### src/rtl/apb_reg_arb_pkg.sv
// rtl/apb_reg_arb_pkg.sv - shared types, defaults and rotated-priority grant helper
package apb_reg_arb_pkg;

  typedef enum logic [1:0] {
    ST_IDLE   = 2'd0,
    ST_SETUP  = 2'd1,
    ST_ACCESS = 2'd2
  } apb_state_e;

  localparam int DEF_ADDR_W      = 16;
  localparam int DEF_DATA_W      = 32;
  localparam int DEF_TIMEOUT_CYC = 16;
  localparam int MAX_REQ         = 8;

  // First set bit of req searching upward from ptr+1, wrapping at n requesters.
  function automatic logic [MAX_REQ-1:0] rr_grant(
    input logic [MAX_REQ-1:0] req,
    input logic [2:0]         ptr,
    input logic [3:0]         n
  );
    logic [MAX_REQ-1:0] gnt;
    logic [3:0]         idx;
    logic               found;
    gnt   = '0;
    found = 1'b0;
    for (int k = 1; k <= MAX_REQ; k++) begin
      idx = {1'b0, ptr} + 4'(k);
      if (idx >= n) idx = idx - n;
      if ((4'(k) <= n) && !found && req[idx[2:0]]) begin
        gnt[idx[2:0]] = 1'b1;
        found         = 1'b1;
      end
    end
    return gnt;
  endfunction

endpackage

### src/rtl/apb_reg_arbiter_rr_arbiter.sv
// rtl/apb_reg_arbiter_rr_arbiter.sv - combinational round-robin grant with encoded index
module rr_arbiter
  import apb_reg_arb_pkg::*;
#(
  parameter  int NUM_REQ = 2,
  localparam int PTR_W   = $clog2(NUM_REQ)
) (
  input  logic [NUM_REQ-1:0] req,
  input  logic [PTR_W-1:0]   rr_ptr,
  input  logic               enable,
  output logic [NUM_REQ-1:0] grant,
  output logic [PTR_W-1:0]   grant_idx
);

  logic [MAX_REQ-1:0] req_ext;
  logic [MAX_REQ-1:0] gnt_ext;

  always_comb begin
    req_ext              = '0;
    req_ext[NUM_REQ-1:0] = req;
    gnt_ext              = enable ? rr_grant(req_ext, 3'(rr_ptr), 4'(NUM_REQ)) : '0;
    grant                = gnt_ext[NUM_REQ-1:0];
    grant_idx            = '0;
    for (int i = 0; i < MAX_REQ; i++) begin
      if (gnt_ext[i]) grant_idx = PTR_W'(i);
    end
  end

endmodule

### src/rtl/apb_reg_arbiter.sv
// rtl/apb_reg_arbiter.sv - shares one APB slave port between NUM_REQ requesters
module apb_reg_arbiter
  import apb_reg_arb_pkg::*;
#(
  parameter  int NUM_REQ     = 2,
  parameter  int ADDR_W      = DEF_ADDR_W,
  parameter  int DATA_W      = DEF_DATA_W,
  parameter  int TIMEOUT_CYC = DEF_TIMEOUT_CYC,
  localparam int PTR_W       = $clog2(NUM_REQ),
  localparam int CNT_W       = $clog2(TIMEOUT_CYC)
) (
  input  logic                      clk,
  input  logic                      rst,
  input  logic [NUM_REQ-1:0]        req_valid,
  input  logic [NUM_REQ-1:0]        req_write,
  input  logic [NUM_REQ*ADDR_W-1:0] req_addr,
  input  logic [NUM_REQ*DATA_W-1:0] req_wdata,
  output logic [NUM_REQ-1:0]        req_ready,
  output logic [NUM_REQ-1:0]        rsp_valid,
  output logic [DATA_W-1:0]         rsp_rdata,
  output logic                      rsp_err,
  output logic [ADDR_W-1:0]         paddr,
  output logic [DATA_W-1:0]         pwdata,
  output logic                      pwrite,
  output logic                      psel,
  output logic                      penable,
  input  logic [DATA_W-1:0]         prdata,
  input  logic                      pready,
  input  logic                      pslverr
);

  apb_state_e          state_q, state_d;
  logic [PTR_W-1:0]    rr_ptr_q, rr_ptr_d;
  logic [ADDR_W-1:0]   paddr_q, paddr_d;
  logic [DATA_W-1:0]   pwdata_q, pwdata_d;
  logic                pwrite_q, pwrite_d;
  logic [CNT_W-1:0]    cnt_q, cnt_d;
  logic [NUM_REQ-1:0]  rsp_valid_q, rsp_valid_d;
  logic [DATA_W-1:0]   rsp_rdata_q, rsp_rdata_d;
  logic                rsp_err_q, rsp_err_d;
  logic [NUM_REQ-1:0]  gnt;
  logic [PTR_W-1:0]    gnt_idx;
  logic                arb_en;

  // Grant is masked during reset so every output reads zero while rst is high.
  assign arb_en = (state_q == ST_IDLE) && !rst;

  rr_arbiter #(.NUM_REQ(NUM_REQ)) u_rr_arbiter (
    .req       (req_valid),
    .rr_ptr    (rr_ptr_q),
    .enable    (arb_en),
    .grant     (gnt),
    .grant_idx (gnt_idx)
  );

  always_comb begin
    state_d     = state_q;
    rr_ptr_d    = rr_ptr_q;
    paddr_d     = paddr_q;
    pwdata_d    = pwdata_q;
    pwrite_d    = pwrite_q;
    cnt_d       = cnt_q;
    rsp_valid_d = '0;
    rsp_rdata_d = rsp_rdata_q;
    rsp_err_d   = rsp_err_q;
    case (state_q)
      ST_IDLE: begin
        if (|gnt) begin
          paddr_d  = req_addr[int'(gnt_idx)*ADDR_W +: ADDR_W];
          pwdata_d = req_wdata[int'(gnt_idx)*DATA_W +: DATA_W];
          pwrite_d = req_write[gnt_idx];
          rr_ptr_d = gnt_idx;
          cnt_d    = '0;
          state_d  = ST_SETUP;
        end
      end
      ST_SETUP: begin
        cnt_d   = '0;
        state_d = ST_ACCESS;
      end
      ST_ACCESS: begin
        if (pready) begin
          rsp_valid_d = NUM_REQ'(1) << rr_ptr_q;
          rsp_rdata_d = pwrite_q ? '0 : prdata;
          rsp_err_d   = pslverr;
          state_d     = ST_IDLE;
        end else if (cnt_q == CNT_W'(TIMEOUT_CYC - 1)) begin
          rsp_valid_d = NUM_REQ'(1) << rr_ptr_q;
          rsp_rdata_d = '0;
          rsp_err_d   = 1'b1;
          state_d     = ST_IDLE;
        end else begin
          cnt_d = cnt_q + CNT_W'(1);
        end
      end
      default: state_d = ST_IDLE;
    endcase
  end

  always_ff @(posedge clk or posedge rst) begin
    if (rst) begin
      state_q     <= ST_IDLE;
      rr_ptr_q    <= PTR_W'(NUM_REQ - 1);
      paddr_q     <= '0;
      pwdata_q    <= '0;
      pwrite_q    <= 1'b0;
      cnt_q       <= '0;
      rsp_valid_q <= '0;
      rsp_rdata_q <= '0;
      rsp_err_q   <= 1'b0;
    end else begin
      state_q     <= state_d;
      rr_ptr_q    <= rr_ptr_d;
      paddr_q     <= paddr_d;
      pwdata_q    <= pwdata_d;
      pwrite_q    <= pwrite_d;
      cnt_q       <= cnt_d;
      rsp_valid_q <= rsp_valid_d;
      rsp_rdata_q <= rsp_rdata_d;
      rsp_err_q   <= rsp_err_d;
    end
  end

  assign req_ready = gnt;
  assign rsp_valid = rsp_valid_q;
  assign rsp_rdata = rsp_rdata_q;
  assign rsp_err   = rsp_err_q;
  assign paddr     = paddr_q;
  assign pwdata    = pwdata_q;
  assign pwrite    = pwrite_q;
  assign psel      = (state_q != ST_IDLE);
  assign penable   = (state_q == ST_ACCESS);

endmodule

### config.mk
export PLATFORM = sky130hd
export DESIGN_NAME = apb_reg_arbiter
export DESIGN_NICKNAME = d
export VERILOG_FILES = /design/src/rtl/apb_reg_arb_pkg.sv /design/src/rtl/apb_reg_arbiter_rr_arbiter.sv /design/src/rtl/apb_reg_arbiter.sv
export SDC_FILE = /design/constraint.sdc
export NUM_CORES = 1
export LEC_CHECK = 0
export BUFFER_PORTS_ARGS = -buffer_cell sky130_fd_sc_hd__buf_2
export CAP_MARGIN = 15
export CORE_MARGIN = 3
export CORE_UTILIZATION = 42
export CTS_BUF_LIST = sky130_fd_sc_hd__clkbuf_2 sky130_fd_sc_hd__clkbuf_4 sky130_fd_sc_hd__clkbuf_8
export DETAILED_ROUTE_END_ITERATION = 8
export PLACE_DENSITY = 0.89
export SYNTH_ARGS = -nofsm -noshare
export SYNTH_HDL_FRONTEND = slang
export SYNTH_SLANG_ARGS = --single-unit
### constraint.sdc
create_clock -name clk -period 2.55 [get_ports clk]
set_input_delay 0 -clock clk [delete_from_list [all_inputs] [get_ports clk]]
set_output_delay 0 -clock clk [all_outputs]
set_load 0.01 [all_outputs]
==> metrics.txt, run 1 <==
Post CTS Setup Buffer Count=0; Netlist cell types=32; 1st-iter DRT viols=190; Finished Layout Cells=891; switch share=0.385; clock power share=0.181; Int Power=0.00369 W; final wirelength=between 15000 and 20000 µm; hold path depth=3; clk_skew=around 0.012 ns; combinational power share=0.430; total grt overflow=0; Seq cells post-synth=~90; CP max stage delay=0.58 ns; Die Width=about 110 µm; post_cts resized=0; antenna-violating nets left=0; vias=4507; first-pass GRT wire length=roughly 25000 µm; startpoint types=flip-flop; share of power burned in registers=0.389; Boundary Pins=between 200 and 250; Final min period=2.34 ns; syn nets=approximately 550; FF-to-FF Start=state_q[0]; worst-case reg-to-reg path depth=8; Synthesis Warnings=0; number of vias per cell=between 5 and 6; Routed WL per cell=17.3 µm; Crit-path slowest cell=dlygate4sd3_1; Mapped Area=approximately 0.0041 mm²; Setup Crit Path Kind=reg2reg; crit path cell chain=inv_1, ha_1, nor2b_4, o211ai_4, buf_4, mux2i_1, dlygate4sd3_1, o21ai_1; final worst-path cycle share=0.917; status=complete, no violations; worst r2r dst=pwdata[8]; clk buf depth=2; Avg Inst Size Synth=10.1 µm²; GRT Total Usage=0.284; Fin Hold WS=roughly 0.12 ns; Max Fclk=about 430 MHz; initial antenna violation count=3; largest net degree at the start of global routing=~100; RSZ-0062 raised after global routing=no; GPL Wtd Cong=about 0.84; Max Cap Viol=0; total CTS buffers=9; VDD IR max=approximately 0.00043 V; net switching power=0.00231 W; Hold Path End=rr_ptr_q; Final Slew Violations=0; # DRC=0; Critical Path Fanout Max=15; TritonCTS Sinks=between 90 and 100; Core ar.=0.00937 mm²; DP HPWL=between 8000 and 9000 µm; clk_lat worst skew=between 0.3 and 0.4 ns; max_slew headroom=0.529; HP Class=in2reg; FP Rows=35; setup total negative slack=0 ns; most frequent cells in the layout=buf_2, dlygate4sd3_1, nand2_1, dfrtp_1, mux2i_1; Die Y=approximately 110 µm; H-tree depth=3; Root Buffer=clkbuf_8; Mapped Cells=~400; hold_sp=req_valid[1]; die area=between 0.01 and 0.015 mm²; CTS tree=yes; First-pass DRT Iterations=5; NumNets Final=roughly 900; clock transition at the registers of the reported paths=around 0.09 ns; static leakage power=between 3 and 4 nW; worst path required time=about 2.8 ns; Worst Path Arrival=2.57 ns; Worst-Margin Slew=0.706 ns; commonest non-fill, non-tap cell in the layout=buf_2; register area share after synthesis=0.553; pwr dens=just under 900 mW/mm²; final setup vio count=0; Hold Vio Cnt, Final=0; layout cells sized above 1=0.340; Initial Util=0.440; placed cells=roughly 740; Worst setup EP type=flip-flop; Port Buf Inserts=223; R2R Setup Slk=around 0.21 ns; area delta synth->final=67.0%; vias in the first global route=a little over 5000
metrics by stage:
stage               worst slack [ns]  cell area [µm²]  power, W  utilization
global route                   0.114             6880   0.00639        0.734
floorplan                      0.188             4120   0.00362            -
CTS                            0.272             6870   0.00591        0.733
global placement               0.787             5320   0.00445        0.567
detailed placement             0.670             5320   0.00457        0.567
finish                         0.212             6880   0.00600        0.734
power by group through the flow:
stage	Combinational (W)	Clock (W)	Sequential, W
5_1_grt	0.00281	0.00118	0.00240
3_5_place_dp	0.00223	0	0.00234
3_3_place_gp	0.00214	0	0.00230
4_1_cts	0.00248	0.00111	0.00231
6_report	0.00258	0.00109	0.00233
2_1_floorplan	0.00106	0	0.00256
how the worst max path moves through the flow:
| stage | start | to | slack (ns) | cells past startpoint |
|---|---|---|---|---|
| 6_report | state_q[0] | pwdata[8] | 0.21 | 8 |
| 5_1_grt | state_q[0] | paddr[11] | 0.11 | 8 |
| 4_1_cts | state_q[0] | pwdata[14] | 0.27 | 8 |
| 3_5_place_dp | cnt_q[0] | rsp_rdata[28] | 0.67 | 6 |
| 3_3_place_gp | cnt_q[0] | rsp_rdata[24] | 0.79 | 6 |
| 2_1_floorplan | rst | cnt_q[0] | 0.19 | 1 |
registers in the layout (all words and copies together) (netlist names):
signal / flops
rsp_rdata: 32
paddr: 16
pwrite: 1
cnt_q: 4
pwdata: 32
rsp_err: 1
state_q: 2
rsp_valid: 2
rr_ptr_q: 1
critical path, delay by kind of cell (launching register included):
| family | cells | cell delay [ns] |
|---|---|---|
| DFF | 1 | 0.38 |
| adders and majority gates | 1 | 0.25 |
| muxes | 1 | 0.27 |
| AOI/OAI and AO/OA | 2 | 0.14 |
| and+or+nand+nor | 1 | 0.16 |
| buffers and inverters | 3 | 1.01 |
logic make-up after synthesis:
family	count (synthesis)	synth area share
AND/OR/NAND/NOR	159	0.162
buffers and inverters	38	0.0553
adder cells (fa/ha/maj)	5	0.0152
multiplexers	51	0.125
AO/OA/AOI/OAI	64	0.0902
flip-flops	91	0.553
cells in the mapped netlist:
library cell	count	share of area
nand2_1	115	0.10
dfrtp_1	90	0.55
mux2i_1	49	0.12
o21ai_1	48	0.058
nand3_1	33	0.040
buf_2	11	0.013
clkbuf_1	9	0.0082
inv_1	9	0.0082
ha_1	5	0.015
buf_8	4	0.015
buf_4	3	0.0055
nand2b_1	3	0.0046
nor2_1	3	0.0027
a21oi_1	2	0.0024
a22o_1	2	0.0043
a31oi_1	2	0.0030
buf_6	2	0.0055
mux2_2	2	0.0055
nor2b_1	2	0.0030
o21ai_0	2	0.0024
a211oi_1	1	0.0018
a31o_2	1	0.0021
a32o_1	1	0.0024
a41o_1	1	0.0024
and2_2	1	0.0018
dfstp_2	1	0.0064
nor2b_4	1	0.0033
nor3_1	1	0.0012
o211ai_2	1	0.0030
o21ai_2	1	0.0021
o22a_1	1	0.0021
o2bb2ai_2	1	0.0036
cell type report:
| cell class | instances | area [µm²] |
|---|---|---|
| multi-input cells | 279 | 1630 |
| fillers | 635 | 2490 |
| flip-flops and latches | 91 | 2280 |
| clock inverters | 7 | 98.8 |
| diodes | 4 | 10.0 |
| well taps | 129 | 161 |
| repair buffers | 363 | 2540 |
| inverters | 9 | 35.0 |
| clock buffers | 9 | 124 |
metal layers:
layer  GRT usage  share of wire
met3      0.0605          0.053
met4       0.220          0.074
met1       0.280           0.34
met5           0              0
met2       0.514           0.53
what timing repair did:
item | in CTS | in global routing
setup endpoints to repair | 0 | 0
hold endpoints to repair | 120 | 0
hold buffers | 133 | 0
Power figures use the tool's default switching activity.
==> run 2, diff against run 1 <==
--- a/config.mk
+++ b/config.mk
@@ -5,7 +5,7 @@
 export SDC_FILE = /design/constraint.sdc
 export NUM_CORES = 1
 export LEC_CHECK = 0
-export BUFFER_PORTS_ARGS = -buffer_cell sky130_fd_sc_hd__buf_2
+export BUFFER_PORTS_ARGS = -buffer_cell sky130_fd_sc_hd__buf_4
 export CAP_MARGIN = 15
 export CORE_MARGIN = 3
 export CORE_UTILIZATION = 42
==> run 2 against run 1 <==
Largest power group unchanged. Die area is the same. Final area grew 8.3%. Critical endpoint is now paddr[15]. Largest cell class unchanged. Worst setup slack lost 0.012 ns. First-iteration DRC count grew 61%. Final cell count is the same. Maximum frequency shrank 0.52%.
==> metrics.txt, run 2 (synthesized netlist as in run 1, its figures left out) <==
status=complete, no violations (unchanged); Max Cap Viol=0 (unchanged); Finished Layout Cells=891 (unchanged); largest net degree at the start of global routing=89 (was 99); Worst setup EP type=flip-flop (unchanged); hold_sp=req_valid[1] (unchanged); Crit. Startpoint=state_q[0] (unchanged); First-pass DRT Iterations=5 (unchanged); CP max stage delay=0.61 ns (was 0.58 ns); clk buf depth=2 (unchanged); share of power burned in registers=0.372 (was 0.389); CTS tree=yes (unchanged); DP HPWL=9280 µm (was 8540 µm); antenna-violating nets left=0 (unchanged); Die Width=105 µm (unchanged); static leakage power=4.08 nW (was 3.92 nW); Final min period=2.35 ns (was 2.34 ns); Setup Crit Path Kind=reg2reg (unchanged); commonest non-fill, non-tap cell in the layout=buf_4 (was buf_2); TritonCTS Sinks=91 (unchanged); vias in the first global route=5144 (was 5048); NumNets Final=898 (was 894); Root Buffer=clkbuf_8 (unchanged); Worst Path Arrival=2.56 ns (was 2.57 ns); GRT Total Usage=0.304 (was 0.284); Critical Path Fanout Max=9 (was 15); placed cells=739 (was 738); number of vias per cell=5.22 (was 5.06); clock power share=0.158 (was 0.181); Die Y=105 µm (unchanged); Boundary Pins=224 (unchanged); first-pass GRT wire length=26400 µm (was 24500 µm); setup total negative slack=0 ns (unchanged); Routed WL per cell=18.8 µm (was 17.3 µm); Final Slew Violations=0 (unchanged); combinational power share=0.469 (was 0.430); crit path cell chain=inv_1, ha_1, nor2b_4, o211ai_4, buf_4, mux2i_1, dlygate4sd3_1, o21ai_1 (unchanged); GPL Wtd Cong=0.811 (was 0.837); H-tree depth=3 (unchanged); layout cells sized above 1=0.343 (was 0.340); # DRC=0 (unchanged); 1st-iter DRT viols=305 (was 190); vias=4651 (was 4507); area delta synth->final=80.9% (was 67.0%); HP Class=in2reg (unchanged); FF-to-FF Start=state_q[0] (unchanged); most frequent cells in the layout=buf_4, dlygate4sd3_1, nand2_1, dfrtp_1, mux2i_1 (was buf_2, dlygate4sd3_1, nand2_1, dfrtp_1, mux2i_1); Worst-Margin Slew=0.664 ns (was 0.706 ns); Hold Vio Cnt, Final=0 (unchanged); final worst-path cycle share=0.922 (was 0.917); worst path bufs/invs=3 (unchanged); worst path required time=2.76 ns (was 2.78 ns); max_slew headroom=0.557 (was 0.529); final setup vio count=0 (unchanged); startpoint types=flip-flop (unchanged); FP Rows=35 (unchanged); Initial Util=0.440 (unchanged); clock transition at the registers of the reported paths=0.08 ns (was 0.09 ns); RSZ-0062 raised after global routing=no (unchanged); switch share=0.379 (was 0.385); clk_skew=0.0201 ns (was 0.0123 ns); pwr dens=860 mW/mm² (was 872 mW/mm²); net switching power=0.00243 W (was 0.00231 W); total grt overflow=0 (unchanged); Max Fclk=425 MHz (was 428 MHz); final wirelength=16800 µm (was 15400 µm); VDD IR max=0.000548 V (was 0.000429 V); Port Buf Inserts=223 (unchanged); initial antenna violation count=0 (was 3); CP top delay family=buffers and inverters (unchanged); Int Power=0.00397 W (was 0.00369 W); Crit-path slowest cell=dlygate4sd3_1 (unchanged); Core ar.=0.00937 mm² (unchanged); clk_lat worst skew=0.35 ns (about the same); die area=0.0110 mm² (unchanged); total CTS buffers=9 (unchanged)
-- run 2: routing by layer --
layer  part of all wire  GRT usage  vias to the layer above
met3              0.048     0.0636                      100
met2               0.54      0.548                      238
met5                  0          0                        -
met1               0.34      0.313                     2247
met4              0.067      0.207                        0
li1                   -          -                     2066
-- run 2: what timing repair did --
| action | CTS | global route |
|---|---|---|
| endpoints found under the hold margin | 116 | 1 |
| gates resized for setup | 0 | 0 |
| endpoints found under the setup margin | 0 | 2 |
| hold buffers | 131 | 2 |
| setup buffers | 0 | 3 |
-- run 2: power groups by stage --
| stage | Sequential, W | Combinational (W) | Clock, W |
|---|---|---|---|
| after floorplan | 0.00256 | 0.00106 | 0 |
| after global placement | 0.00233 | 0.00252 | 0 |
| after detailed placement | 0.00236 | 0.00262 | 0 |
| after CTS | 0.00233 | 0.00288 | 0.00102 |
| after global routing | 0.00244 | 0.00323 | 0.00111 |
| final | 0.00238 | 0.00301 | 0.00101 |
-- run 2: area by class of cell --
cell class / count / area, µm²
multi-input combinational: 279 / 1630
clock inverter: 5 / 62.6
tap: 129 / 161
timing repair buffer: 367 / 3140
clock buffer: 10 / 138
fill: 540 / 1920
inverter: 9 / 35.0
sequential: 91 / 2280
antenna: 1 / 2.50
-- run 2: worst min-delay path: cells and delay by family --
family                 cells  cell delay, ns
buffers and inverters      1            0.13
AO/OA/AOI/OAI              2            0.25
-- run 2: path summary, 6_finish.rpt --
| path | end | slack (ns) | depth (start not counted) |
|---|---|---|---|
| max reg2reg | paddr[15] | 0.20 | 8 |
| min | rr_ptr_q | 0.08 | 3 |
| min in group asynchronous | pwdata[5] | 0.32 | 3 |
| max in group asynchronous | rr_ptr_q | 1.47 | 4 |
| min reg2reg | rsp_rdata[29] | 0.48 | 2 |
| max | paddr[15] | 0.20 | 8 |
-- run 2: metrics by stage --
stage | instance area, µm² | util | power (W) | setup slack [ns] | hold WS, ns
2_1_floorplan | 4120 | - | 0.00362 | 0.188 | 0.0957
3_3_place_gp | 5890 | 0.629 | 0.00485 | 0.768 | 0.134
3_5_place_dp | 5890 | 0.629 | 0.00498 | 0.681 | 0.144
4_1_cts | 7400 | 0.790 | 0.00623 | 0.183 | 0.00567
5_1_grt | 7450 | 0.795 | 0.00678 | 0.0707 | 0.0903
6_report | 7450 | 0.795 | 0.00640 | 0.200 | 0.0787
